`config.mk`:
```
export PLATFORM = sky130hd
export DESIGN_NAME = versa_meta_regs
export DESIGN_NICKNAME = d
export VERILOG_FILES = /design/src/rtl/versa_meta_regs_pkg.sv /design/src/rtl/versa_meta_regs.sv
export SDC_FILE = /design/constraint.sdc
export NUM_CORES = 1
export LEC_CHECK = 0
export CORE_MARGIN = 3
export CORE_UTILIZATION = 50
export CTS_CLUSTER_DIAMETER = 40
export DETAILED_ROUTE_END_ITERATION = 12
export PLACE_DENSITY = 0.91
export SYNTH_ARGS = -nofsm -noshare
export SYNTH_HDL_FRONTEND = slang
export SYNTH_SLANG_ARGS = --single-unit
```
`constraint.sdc`:
```
create_clock -name clk -period 5.35 [get_ports clk]
set_input_delay 1.07 -clock clk [delete_from_list [all_inputs] [get_ports clk]]
set_output_delay 1.07 -clock clk [all_outputs]
set_load 0.03 [all_outputs]
```
`src/rtl/versa_meta_regs_pkg.sv`:
```
// Shared definitions for the VERSA metadata register block: window defaults,
// FSM encoding and register offsets.
package versa_meta_regs_pkg;

    localparam int unsigned DATA_W = 16;

    localparam logic [DATA_W-1:0] META_MIN_DEF  = 16'h0140;
    localparam logic [DATA_W-1:0] META_SIZE_DEF = 16'h0004;

    localparam logic [DATA_W-1:0] ER_MIN_OFS = 16'd0;
    localparam logic [DATA_W-1:0] ER_MAX_OFS = 16'd2;

    typedef enum logic [1:0] {
        ST_IDLE   = 2'b00,
        ST_ACTIVE = 2'b01,
        ST_DONE   = 2'b10
    } er_state_e;

endpackage

```
`src/rtl/versa_meta_regs.sv`:
```
// Memory-mapped ER_min/ER_max bounds for the VERSA monitor; bounds lock while
// the CPU executes inside the executable region.
module versa_meta_regs
    import versa_meta_regs_pkg::*;
#(
    parameter logic [DATA_W-1:0] META_MIN  = META_MIN_DEF,
    parameter logic [DATA_W-1:0] META_SIZE = META_SIZE_DEF
) (
    input  logic              clk,
    input  logic              puc,
    input  logic [DATA_W-1:0] pc,
    input  logic              data_en,
    input  logic              data_wr,
    input  logic [DATA_W-1:0] data_addr,
    input  logic [DATA_W-1:0] data_din,
    output logic [DATA_W-1:0] data_dout,
    output logic [DATA_W-1:0] ER_min,
    output logic [DATA_W-1:0] ER_max,
    output logic              er_valid,
    output logic              er_active,
    output logic              er_done,
    output logic              wr_violation
);

    localparam int unsigned ADDR_XW = DATA_W + 1;

    er_state_e state_q;
    er_state_e state_d;

    logic               hit;
    logic               wr_hit;
    logic               rd_hit;
    logic               sel_max;
    logic [ADDR_XW-1:0] win_end;
    logic               reg_wr_c;
    logic               viol_c;

    // Window end computed one bit wider so a window touching 0xFFFF cannot wrap.
    assign win_end = ADDR_XW'(META_MIN) + ADDR_XW'(META_SIZE);
    assign hit     = data_en && (data_addr >= META_MIN)
                     && (ADDR_XW'(data_addr) < win_end);
    assign wr_hit  = hit && data_wr;
    assign rd_hit  = hit && !data_wr;
    assign sel_max = (data_addr[1] == ER_MAX_OFS[1]);

    assign er_valid  = (ER_min < ER_max) && !ER_min[0] && !ER_max[0];
    assign er_active = (state_q == ST_ACTIVE);
    assign er_done   = (state_q == ST_DONE);

    always_ff @(posedge clk or posedge puc) begin
        if (puc) begin
            state_q <= ST_IDLE;
        end else begin
            state_q <= state_d;
        end
    end

    always_comb begin
        state_d = state_q;
        case (state_q)
            ST_IDLE: begin
                // A same-cycle write wins; entry is retried against the new bounds.
                if ((pc == ER_min) && er_valid && !wr_hit) begin
                    state_d = ST_ACTIVE;
                end
            end
            ST_ACTIVE: begin
                if (pc == ER_max) begin
                    state_d = ST_DONE;
                end else if ((pc < ER_min) || (pc > ER_max)) begin
                    state_d = ST_IDLE;
                end
            end
            ST_DONE: state_d = ST_IDLE;
            default: state_d = ST_IDLE;
        endcase
    end

    always_comb begin
        reg_wr_c = 1'b0;
        viol_c   = 1'b0;
        if (wr_hit) begin
            if (state_q == ST_IDLE) begin
                reg_wr_c = 1'b1;
            end else begin
                viol_c = 1'b1;
            end
        end
    end

    always_ff @(posedge clk or posedge puc) begin
        if (puc) begin
            ER_min       <= '0;
            ER_max       <= '0;
            data_dout    <= '0;
            wr_violation <= 1'b0;
        end else begin
            wr_violation <= viol_c;
            if (reg_wr_c && !sel_max) begin
                ER_min <= data_din;
            end
            if (reg_wr_c && sel_max) begin
                ER_max <= data_din;
            end
            if (rd_hit) begin
                data_dout <= sel_max ? ER_max : ER_min;
            end else begin
                data_dout <= '0;
            end
        end
    end

endmodule

```
== Word level (Yosys, flattened, before mapping) ==
Index checks and enable logic that the tools add are counted.
Storage, ports and cells
  bits in registers: 51
  logic and storage cells: 44
  output and inout bits: 52
  input port bits: 52
Operators by class
  equal/unequal tests: 6
  muxes and demuxes: 10
  order comparisons: 5
  reduce and logical (&&, ||, !) cells: 18
Operator list (count)
  == test 16 bit: 2
  < comparator 16 bit: 2
  two-way mux 16 bit: 2
  greater-or-equal comparator 16 x 9 -> 1 bit, second input constant: 1
  greater-than comparator 16 bit: 1
  < comparator 16 x 9 -> 1 bit, second input constant: 1
  logical AND 1 bit: 10
  two-way mux 2 bit: 3
  logical NOT 1 bit: 5
  two-way mux 1 bit: 4
  one-hot mux 2 bit (2 select lines): 1
  inequality test 3 x 1 -> 1 bit, second input constant: 1
  == test 2 x 1 -> 1 bit, second input constant: 1
  == test 2 bit, second input constant: 1
  logical NOT 2 bit: 1
  inequality test 2 bit, second input constant: 1
  AND reduction 2 bit: 1
  logical OR 1 bit: 1

== Longest topological paths before layout ==
Gate-level depths: netlist of run 1.
  word-level depth: 8
  mapped depth: 8
  mapped depth without buffers: 8

== Least setup slack after synthesis of run 1 ==
Ideal clock, no wire load.
  kind: reg-to-output
  from: reg ER_max[13]
  to: out er_valid
  setup slack: 2.084 ns
  data required time: 4.280 ns
  stages on the path, launching flop included: 7
  data arrival time: 2.196 ns
  path through: dfrtp_1 > inv_1 > ha_1 > a21o_1 > a21o_1 > a2111oi_0 > nor2b_1
On the way
  longest elaborated chain between the ends: 3
Ends and longest elaborated chain
  from (decl): RTL line versa_meta_regs.sv:18  | output logic [DATA_W-1:0] ER_max,
  from (signal assigned): RTL line versa_meta_regs.sv:103  | ER_max <= data_din;
  < comparator 16 bit: RTL line versa_meta_regs.sv:46  | assign er_valid = (ER_min < ER_max) && !ER_min[0] && !ER_max[0];
  logical AND 1 bit (2 in a row): RTL line versa_meta_regs.sv:46
  to (decl): RTL line versa_meta_regs.sv:19  | output logic er_valid,
Every way passes these cells.

== Worst setup path in the final report of run 1 ==
Same ends and word-level chain as after synthesis.

==> impl_metrics.toml, run 1 <==
[outcome]
outcome = "completed"

[setup_path]
critical-path-top-cell-by-count = "a21o_1"
cp_max_fo = 4
critical_path.top_delay_family = "compound AO/OA/AOI/OAI gates"
worstPathCellList = "inv_1 > ha_1 > a21o_1 > a21o_1 > a2111oi_0 > nor2b_1 > clkdlybuf4s50_1"
end_kind = "output port"
setup.worst_path.start_class = "register"
critPathSlowestCell = "clkdlybuf4s50_1"
critPathKind = "register to output port"
crit_arrival_ns = 2.89
crit_buf_inv = 2
largest_stage_delay_on_the_critical_path_ns = 0.71
worst-endpoint-required_ns = 4.28

[cts]
cts_post_setup_buffers_inserted = 0
cts_buffer_depth = 2
htreeDepth = 2
post_cts_hold_buffer_count = 0
cts_resized = 0
cts.sinks = 51
clk_pin_slew_ns = 0.09
numCtsBuffers = 5
root_buffer = "clkbuf_8"
tritoncts = "built"
clk_latency_ns = 0.31

[layout]
number_of_inserted_filler_cells_in_the_final_layout = 425
layoutNonFillerInstCount = 484
areaGrowthSynthToFinish_pct = 37.5
post_route_cells_drive_above_1_share_pct = 7.33
antenna-diode-count = 0
layout.nets = 507
final_cell_area_um2 = 4290

[synthesis]
ys_top_cells_by_count = "51 x dfrtp_1, 47 x ha_1, 36 x inv_1"
synth_warnings = 0
synthCells = 305
fraction_of_registers_with_async_set_or_reset_after_synthesis_pct = 100
synth.distinct_cells = 38
synth.most_common_cell = "dfrtp_1"
syn-cell-area_um2 = 3120
synth-seq-area-share_pct = 40.9
syn_area_per_cell_um2 = 10.2
netlist_top_cells_area = "dfrtp_1 41%, ha_1 19%, mux2_2 6.1%, mux2i_1 5.1%, inv_1 4.3%"
synth.net_count = 404
synth-edff-count = 0
dominantRegCellSynth = "dfrtp_1"
ys_ff_latch = 51
synth_area_leader_cell = "dfrtp_1"
synthDominantCellAreaShare_pct = 40.9

[global_routing]
grt_first_pass_wirelength_mm = 13.2
number_of_global_route_vias_before_repair = 2731
maximum_number_of_pins_on_one_net_before_global_route_repair = 52
initial_antenna_violation_count = 0
overflow = 0
grt.total_usage_pct = 22.8

[route]
vias = 2643
wl_per_cell_um = 16.6
detailedRoute.firstPassIterationCount = 4
viasPerCell = 5.46
ant_nets = 0
drt-total-wl_mm = 8.04
dr.first_iter.drc_count = 120
drc_errors = 0

[place]
placed_cells_incl_taps = 476
buffer_ports.inserted = 102
detailed_place.area_um2 = 4210
dpl.hpwl_mm = 6.28
gpl.final_weighted_congestion = 0.889

[floorplanning]
core.rowCount = 28
die_w_um = 85.0
dieArea_um2 = 7230
initial_utilization_pct = 52.1
dieHeight_um = 85.0
core_area_um2 = 5990
boundaryPins = 104

[timing]
max_freq_ghz = 0.252
post-route-min-period_ns = 3.96
whs_ns = 0.580
min_period_over_period_pct = 74.1
drv_slew = 0
timing.final.setup_violations = 0
final.setup.tns_ns = 0
relative_slew_slack_pct = 31.1
finalClockSkew_ns = 0.0113
finalHoldViolations = 0
rsz0062_at_grt = "false"
worst_pin_slew_ns = 1.03

[pwr]
irDropWorstVdd_mv = 0.119
static-leakage-power_nw = 1.98
powerDensity_nw_per_um2 = 161

[worst_hold_path]
timing.hold.worst.class = "register to register"

[flow_run]
maxCapViolCount = 0
routing by layer:
| metal | up-vias | GRT usage, % | part of all wire, % | routed length, µm |
|---|---|---|---|---|
| met5 | - | 0 | 0 | 0 |
| met4 | 0 | 6.47 | 1.3 | 106 |
| met3 | 12 | 3.40 | 4.4 | 355 |
| met2 | 76 | 41.1 | 52 | 4200 |
| met1 | 1274 | 28.2 | 42 | 3390 |
| li1 | 1281 | - | - | - |
cells in the final DEF, fill, tap and decap left out, drive strengths merged, types with 2 or more instances in the layout:
master / instances
a21o: 6
nand3: 3
a211o: 2
a21oi: 13
dfrtp: 51
mux2: 17
o21ai: 22
ha: 47
nand4: 11
clkbuf: 6
a21boi: 2
a211oi: 3
mux2i: 16
nor4: 3
nor3: 3
nand2: 19
nor2b: 4
nand2b: 3
a2111oi: 2
clkdlybuf4s50: 102
inv: 36
buf: 2
nor2: 24
report_power, final:
part	internal (W)	switching (W)	leakage [nW]	total (W)
clock network	0.0000917	0.000129	0.0412	0.000221
logic	0.0000490	0.0000367	1.31	0.0000857
registers	0.000385	0.000000143	0.634	0.000385
worst paths after layout:
check                      slack, ns  cells past startpoint                     end                   start
max in group asynchronous       3.38                      2   ER_min[9]$_DFFE_PP0P_                     puc
hold reg to reg                 0.58                      1  ER_max[12]$_DFFE_PP0P_  ER_max[12]$_DFFE_PP0P_
hold / removal                  0.58                      1  ER_max[12]$_DFFE_PP0P_  ER_max[12]$_DFFE_PP0P_
setup / recovery                1.39                      7                er_valid  ER_max[13]$_DFFE_PP0P_
setup reg to reg                3.23                      7  state_q[0]$_DFFE_PP0P_  ER_max[13]$_DFFE_PP0P_
min in group asynchronous       1.32                      2  data_dout[3]$_DFF_PP0_                     puc
state kept, by name (all words and copies together), names as in the netlist:
name,count
ER_max,16
ER_min,16
data_dout,16
state_q,2
wr_violation,1
through the flow:
stage,power [W],setup slack [ns],util [%]
floorplan,0.000427,2.08,-
global placement,0.000476,1.82,70.2
global route,0.000719,1.26,71.7
finish,0.000692,1.39,71.7
detailed placement,0.000479,1.74,70.2
CTS,0.000697,1.40,71.7
area by class of cell:
type / instances / area (µm²) / share of cell area, %
Multi-Input combinational cell: 210 / 1670 / 38.8
Sequential cell: 51 / 1280 / 29.7
Timing Repair Buffer: 104 / 1040 / 24.1
Inverter: 36 / 135 / 3.15
Tap cell: 75 / 93.8 / 2.19
Clock buffer: 6 / 72.6 / 1.69
Clock inverter: 2 / 12.5 / 0.291
logic make-up after synthesis:
logic type / after synthesis / share of synthesized area (%)
AND/OR/NAND/NOR: 74 / 12.2
adder cells (fa/ha/maj): 47 / 18.8
flip-flops: 51 / 40.9
multiplexers: 33 / 11.3
buffers and inverters: 44 / 5.73
AO/OA/AOI/OAI: 56 / 11.1
Note: power is estimated with default switching activity, not from simulation.
==> run 2, diff against run 1 <==
--- a/config.mk
+++ b/config.mk
@@ -6,10 +6,10 @@
 export NUM_CORES = 1
 export LEC_CHECK = 0
 export CORE_MARGIN = 3
-export CORE_UTILIZATION = 50
+export CORE_UTILIZATION = 46
 export CTS_CLUSTER_DIAMETER = 40
 export DETAILED_ROUTE_END_ITERATION = 12
-export PLACE_DENSITY = 0.91
+export PLACE_DENSITY = 0.85
 export SYNTH_ARGS = -nofsm -noshare
 export SYNTH_HDL_FRONTEND = slang
 export SYNTH_SLANG_ARGS = --single-unit
==> constraint.sdc (replaced) <==
create_clock -name clk -period 4 [get_ports clk]
set_input_delay 0.8 -clock clk [delete_from_list [all_inputs] [get_ports clk]]
set_output_delay 0.8 -clock clk [all_outputs]
set_load 0.03 [all_outputs]
==> run 2 against run 1 <==
Global-route usage fell by 1.6 points. Total power rose by 53%. Sequential share of layout area fell by 0.39 points. Flip-flop and latch count did not move. Critical path type unchanged. Wire length fell by 1.3%. Clock power rose by 94%.
==> impl_metrics.toml, run 2 (synthesis gave the netlist of run 1 again) <==
[outcome]
outcome = "completed"

[layout]
layoutNonFillerInstCount = 487
ff_latch_area_um2 = 1280
antenna-diode-count = 0
finish.utilization_pct = 67.4
post_route_cells_drive_above_1_share_pct = 7.56
mostFrequentLayoutCell = "clkdlybuf4s50_1"
final_cell_mix = "102 x clkdlybuf4s50_1, 51 x dfrtp_1, 47 x ha_1"
areaGrowthSynthToFinish_pct = 39.4
top_regs = "ER_max x16, ER_min x16, data_dout x16"
layout.nets = 508
number_of_inserted_filler_cells_in_the_final_layout = 504
multi_input_comb_area_um2 = 1670

[route]
detailedRoute.firstPassIterationCount = 4
drt-total-wl_mm = 7.94
drc_errors = 0
ant_nets = 0
viasPerCell = 5.47
wl_per_cell_um = 16.3
vias = 2666
dr.first_iter.drc_count = 77

[timing]
relative_slew_slack_pct = 28.4
final.setup.tns_ns = 0
rsz0062_at_grt = "false"
whs_ns = 0.568
timing.final.setup_violations = 0
min_period_over_period_pct = 91.4
drv_slew = 0
finalHoldViolations = 0
max_freq_ghz = 0.274
finalClockSkew_ns = 0.00778
post-route-min-period_ns = 3.65
worst_pin_slew_ns = 1.07

[setup_path]
crit_arrival_ns = 2.85
critPathKind = "register to output port"
end_kind = "output port"
setup.worst_path.start_class = "register"
cp_max_fo = 4
worst-endpoint-required_ns = 3.20

[global_routing]
overflow = 0
grt_first_pass_wirelength_mm = 13.0
number_of_global_route_vias_before_repair = 2720
initial_antenna_violation_count = 0
grt.total_usage_pct = 21.1
maximum_number_of_pins_on_one_net_before_global_route_repair = 52

[cts]
cts_buffer_depth = 2
cts.sinks = 51
root_buffer = "clkbuf_8"
cts_resized = 0
cts_post_setup_buffers_inserted = 0
clk_latency_ns = 0.31
numCtsBuffers = 5
clk_pin_slew_ns = 0.09
htreeDepth = 2
tritoncts = "built"
post_cts_hold_buffer_count = 0

[place]
placed_cells_incl_taps = 479
dpl.hpwl_mm = 6.09
buffer_ports.inserted = 102
gpl.final_weighted_congestion = 0.851

[pwr]
total_power_w = 0.00106
power_frac_clock_pct = 40.5
static-leakage-power_nw = 2.01
power.switching_w = 0.000226
swShare_pct = 21.4
power_frac_comb_pct = 10.7
p_seq_share_pct = 48.8
powerDensity_nw_per_um2 = 243
irDropWorstVdd_mv = 0.150
internal_power_w = 0.000831

[floorplanning]
core.rowCount = 29
initial_utilization_pct = 48.3
dieArea_um2 = 7810
boundaryPins = 104
core_area_um2 = 6460
die_w_um = 88.4
dieHeight_um = 88.4

[worst_hold_path]
timing.hold.worst.class = "register to register"

[flow_run]
maxCapViolCount = 0
## run 2: cell types whose count changed in the layout (fill, tap and decap cells not counted)
| cell | previous run | this run |
|---|---|---|
| bufinv_16 | 0 | 2 |
| buf_4 | 2 | 3 |
| clkinv_2 | 1 | 0 |
| clkinvlp_4 | 1 | 0 |
## run 2: layout make-up
type	count	share of cell area, %
multi-input combinational	210	38.3
inverter	36	3.11
clock inverter	2	1.38
timing repair buffer	105	24.0
tap	77	2.21
clock buffer	6	1.67
sequential	51	29.3
## run 2: per-stage QoR
stage | instance area (µm²) | setup WS [ns]
after floorplan | 3120 | 1.00
after global placement | 4220 | 0.723
after detailed placement | 4220 | 0.674
after CTS | 4350 | 0.339
after global routing | 4350 | 0.174
final | 4350 | 0.346
## run 2: critical path: stages (launching register included)
cell and delay [ns]:
dfrtp_1 0.39, inv_1 0.08, ha_1 0.30, a21o_1 0.18, a21o_1 0.18, a2111oi_0 0.49
nor2b_1 0.25, clkdlybuf4s50_1 0.69
## run 2: worst paths after layout
check | to | slack [ns] | start | cells after the start
setup / recovery | er_valid | 0.35 | ER_max[13]$_DFFE_PP0P_ | 7
hold / removal | ER_max[14]$_DFFE_PP0P_ | 0.57 | ER_max[14]$_DFFE_PP0P_ | 1
setup reg to reg | state_q[0]$_DFFE_PP0P_ | 2.01 | ER_max[13]$_DFFE_PP0P_ | 7
hold reg to reg | ER_max[14]$_DFFE_PP0P_ | 0.57 | ER_max[14]$_DFFE_PP0P_ | 1
max in group asynchronous | ER_min[7]$_DFFE_PP0P_ | 2.27 | puc | 2
min in group asynchronous | data_dout[12]$_DFF_PP0_ | 1.07 | puc | 2
## run 2: power groups by stage
stage | Sequential (W) | Combinational [W] | Clock (W)
after floorplan | 0.000526 | 0.0000447 | 0
after global placement | 0.000526 | 0.000111 | 0
after detailed placement | 0.000526 | 0.000114 | 0
after CTS | 0.000515 | 0.000115 | 0.000433
after global routing | 0.000516 | 0.000125 | 0.000457
final | 0.000515 | 0.000113 | 0.000428
## run 2: routing by layer
layer	up-vias	share of wire, %	routed length, µm	track usage, %
met1	1279	43	3440	27.6
li1	1286	-	-	-
met4	0	1.1	88	4.95
met3	10	6.9	548	3.91
met2	91	49	3860	36.5
met5	-	0	0	0
==> run 3, diff against run 2 <==
--- a/config.mk
+++ b/config.mk
@@ -9,7 +9,7 @@
 export CORE_UTILIZATION = 46
 export CTS_CLUSTER_DIAMETER = 40
 export DETAILED_ROUTE_END_ITERATION = 12
-export PLACE_DENSITY = 0.85
+export PLACE_DENSITY = 0.8
 export SYNTH_ARGS = -nofsm -noshare
 export SYNTH_HDL_FRONTEND = slang
 export SYNTH_SLANG_ARGS = --single-unit
==> run 3 against run 2 <==
Final cell count is the same. First-iteration DRC count grew 58%. Fmax grew 1.1%. Critical path type unchanged. Highest routed layer unchanged.
==> impl_metrics.toml, run 3 (synthesis gave the netlist of run 1 again) <==
[pwr]
static-leakage-power_nw = 2.01
irDropWorstVdd_mv = 0.155
total_power_w = 0.00100
powerDensity_nw_per_um2 = 231

[timing]
min_period_over_period_pct = 90.4
relative_slew_slack_pct = 28.6
post-route-min-period_ns = 3.61
drv_slew = 0
timing.final.setup_violations = 0
finalClockSkew_ns = 0.00646
max_freq_ghz = 0.277
worst_pin_slew_ns = 1.07
finalHoldViolations = 0
rsz0062_at_grt = "false"
final.setup.tns_ns = 0

[layout]
final_cell_area_um2 = 4340
areaGrowthSynthToFinish_pct = 38.9
layout.nets = 508
mostFrequentLayoutCell = "clkdlybuf4s50_1"
top_regs = "ER_max x16, ER_min x16, data_dout x16"
antenna-diode-count = 0
final_cell_mix = "102 x clkdlybuf4s50_1, 51 x dfrtp_1, 47 x ha_1"
post_route_cells_drive_above_1_share_pct = 7.80

[worst_hold_path]
timing.hold.worst.class = "register to register"
min_path_cells = 1
hold_start = "ER_max[3]$_DFFE_PP0P_"
hold-path-endpoint = "ER_max[3]$_DFFE_PP0P_"

[floorplanning]
core.rowCount = 29
dieArea_um2 = 7810
die_w_um = 88.4
core_area_um2 = 6460
boundaryPins = 104
initial_utilization_pct = 48.3
dieHeight_um = 88.4

[outcome]
outcome = "completed"

[setup_path]
worstPathCellList = "inv_1 > ha_1 > a21o_1 > a21o_1 > a2111oi_0 > nor2b_1 > clkdlybuf4s50_1"
worstRegToRegCells = 7
reg2reg_from = "ER_max[13]$_DFFE_PP0P_"
critPathKind = "register to output port"
crit_arrival_ns = 2.81
setup.worst_path.start_class = "register"
worst-endpoint-required_ns = 3.20
register_to_register_path_setup_slack_ns = 2.00
crit_buf_inv = 2
critPathSlowestCell = "clkdlybuf4s50_1"
largest_stage_delay_on_the_critical_path_ns = 0.70
end_kind = "output port"
cp_max_fo = 4
critical_path.top_delay_family = "compound AO/OA/AOI/OAI gates"
r2r_end = "state_q[0]$_DFFE_PP0P_"
critical-path-top-cell-by-count = "a21o_1"

[route]
detailedRoute.firstPassIterationCount = 4
drc_errors = 0
wl_per_cell_um = 16.1
dr.first_iter.drc_count = 122
drt-total-wl_mm = 7.83
viasPerCell = 5.34
ant_nets = 0
vias = 2603

[global_routing]
maximum_number_of_pins_on_one_net_before_global_route_repair = 52
grt_first_pass_wirelength_mm = 12.6
grt.total_usage_pct = 20.7
overflow = 0
number_of_global_route_vias_before_repair = 2622
initial_antenna_violation_count = 0

[cts]
post_cts_hold_buffer_count = 0
cts_post_setup_buffers_inserted = 0
root_buffer = "clkbuf_8"
clk_latency_ns = 0.31
cts.sinks = 51
tritoncts = "built"
cts_buffer_depth = 2
numCtsBuffers = 5
cts_resized = 0
htreeDepth = 2
clk_pin_slew_ns = 0.09

[flow_run]
maxCapViolCount = 0

[place]
detailed_place.area_um2 = 4220
dpl.hpwl_mm = 6.18
gpl.final_weighted_congestion = 0.845
buffer_ports.inserted = 102
-- run 3: final cells by class --
class | count | area [µm²]
Fill cell | 526 | 2120
Multi-Input combinational cell | 210 | 1670
Sequential cell | 51 | 1280
Timing Repair Buffer | 105 | 1040
Inverter | 36 | 135
Tap cell | 77 | 96.3
Clock buffer | 6 | 82.6
Clock inverter | 2 | 35.0
-- run 3: how the worst max path moves through the flow --
stage / start / endpoint / cells past startpoint
6_report: ER_max[13]$_DFFE_PP0P_ / er_valid / 7
5_1_grt: ER_max[13]$_DFFE_PP0P_ / er_valid / 7
4_1_cts: ER_max[13]$_DFFE_PP0P_ / er_valid / 7
3_5_place_dp: ER_max[13]$_DFFE_PP0P_ / er_valid / 7
3_3_place_gp: ER_max[13]$_DFFE_PP0P_ / er_valid / 7
2_1_floorplan: ER_max[13]$_DFFE_PP0P_ / er_valid / 6
-- run 3: metal layers --
metal,routed length (µm),track usage (%),vias up,share of wire (%)
met5,0,0,-,0
met4,137,5.77,0,1.7
met3,474,4.28,12,6.1
met2,3760,34.7,79,48
met1,3460,27.2,1225,44
li1,-,-,1287,-
-- run 3: metrics by stage --
stage | setup slack (ns) | hold slack [ns] | util [%] | instances
3_5_place_dp | 0.731 | 0.551 | 65.3 | 479
2_1_floorplan | 1.00 | 0.601 | - | 305
5_1_grt | 0.264 | 0.596 | 67.1 | 487
4_1_cts | 0.397 | 0.572 | 67.1 | 487
6_report | 0.386 | 0.571 | 67.1 | 487
3_3_place_gp | 0.750 | 0.546 | 65.3 | 479
-- run 3: report_power, final --
group,leakage [nW],internal [W],switching [W]
Sequential,0.634,0.000515,0.000000193
Combinational,1.31,0.0000657,0.0000491
Clock,0.0612,0.000203,0.000170
Total,2.01,0.000783,0.000220
-- run 3: worst register-to-register path, stage by stage, from the launching register on --
cell and delay [ns]:
dfrtp_1 0.40, inv_1 0.08, ha_1 0.29, a21o_1 0.18, a21o_1 0.19, a2111oi_0 0.49
nand4_1 0.14, o21ai_0 0.16
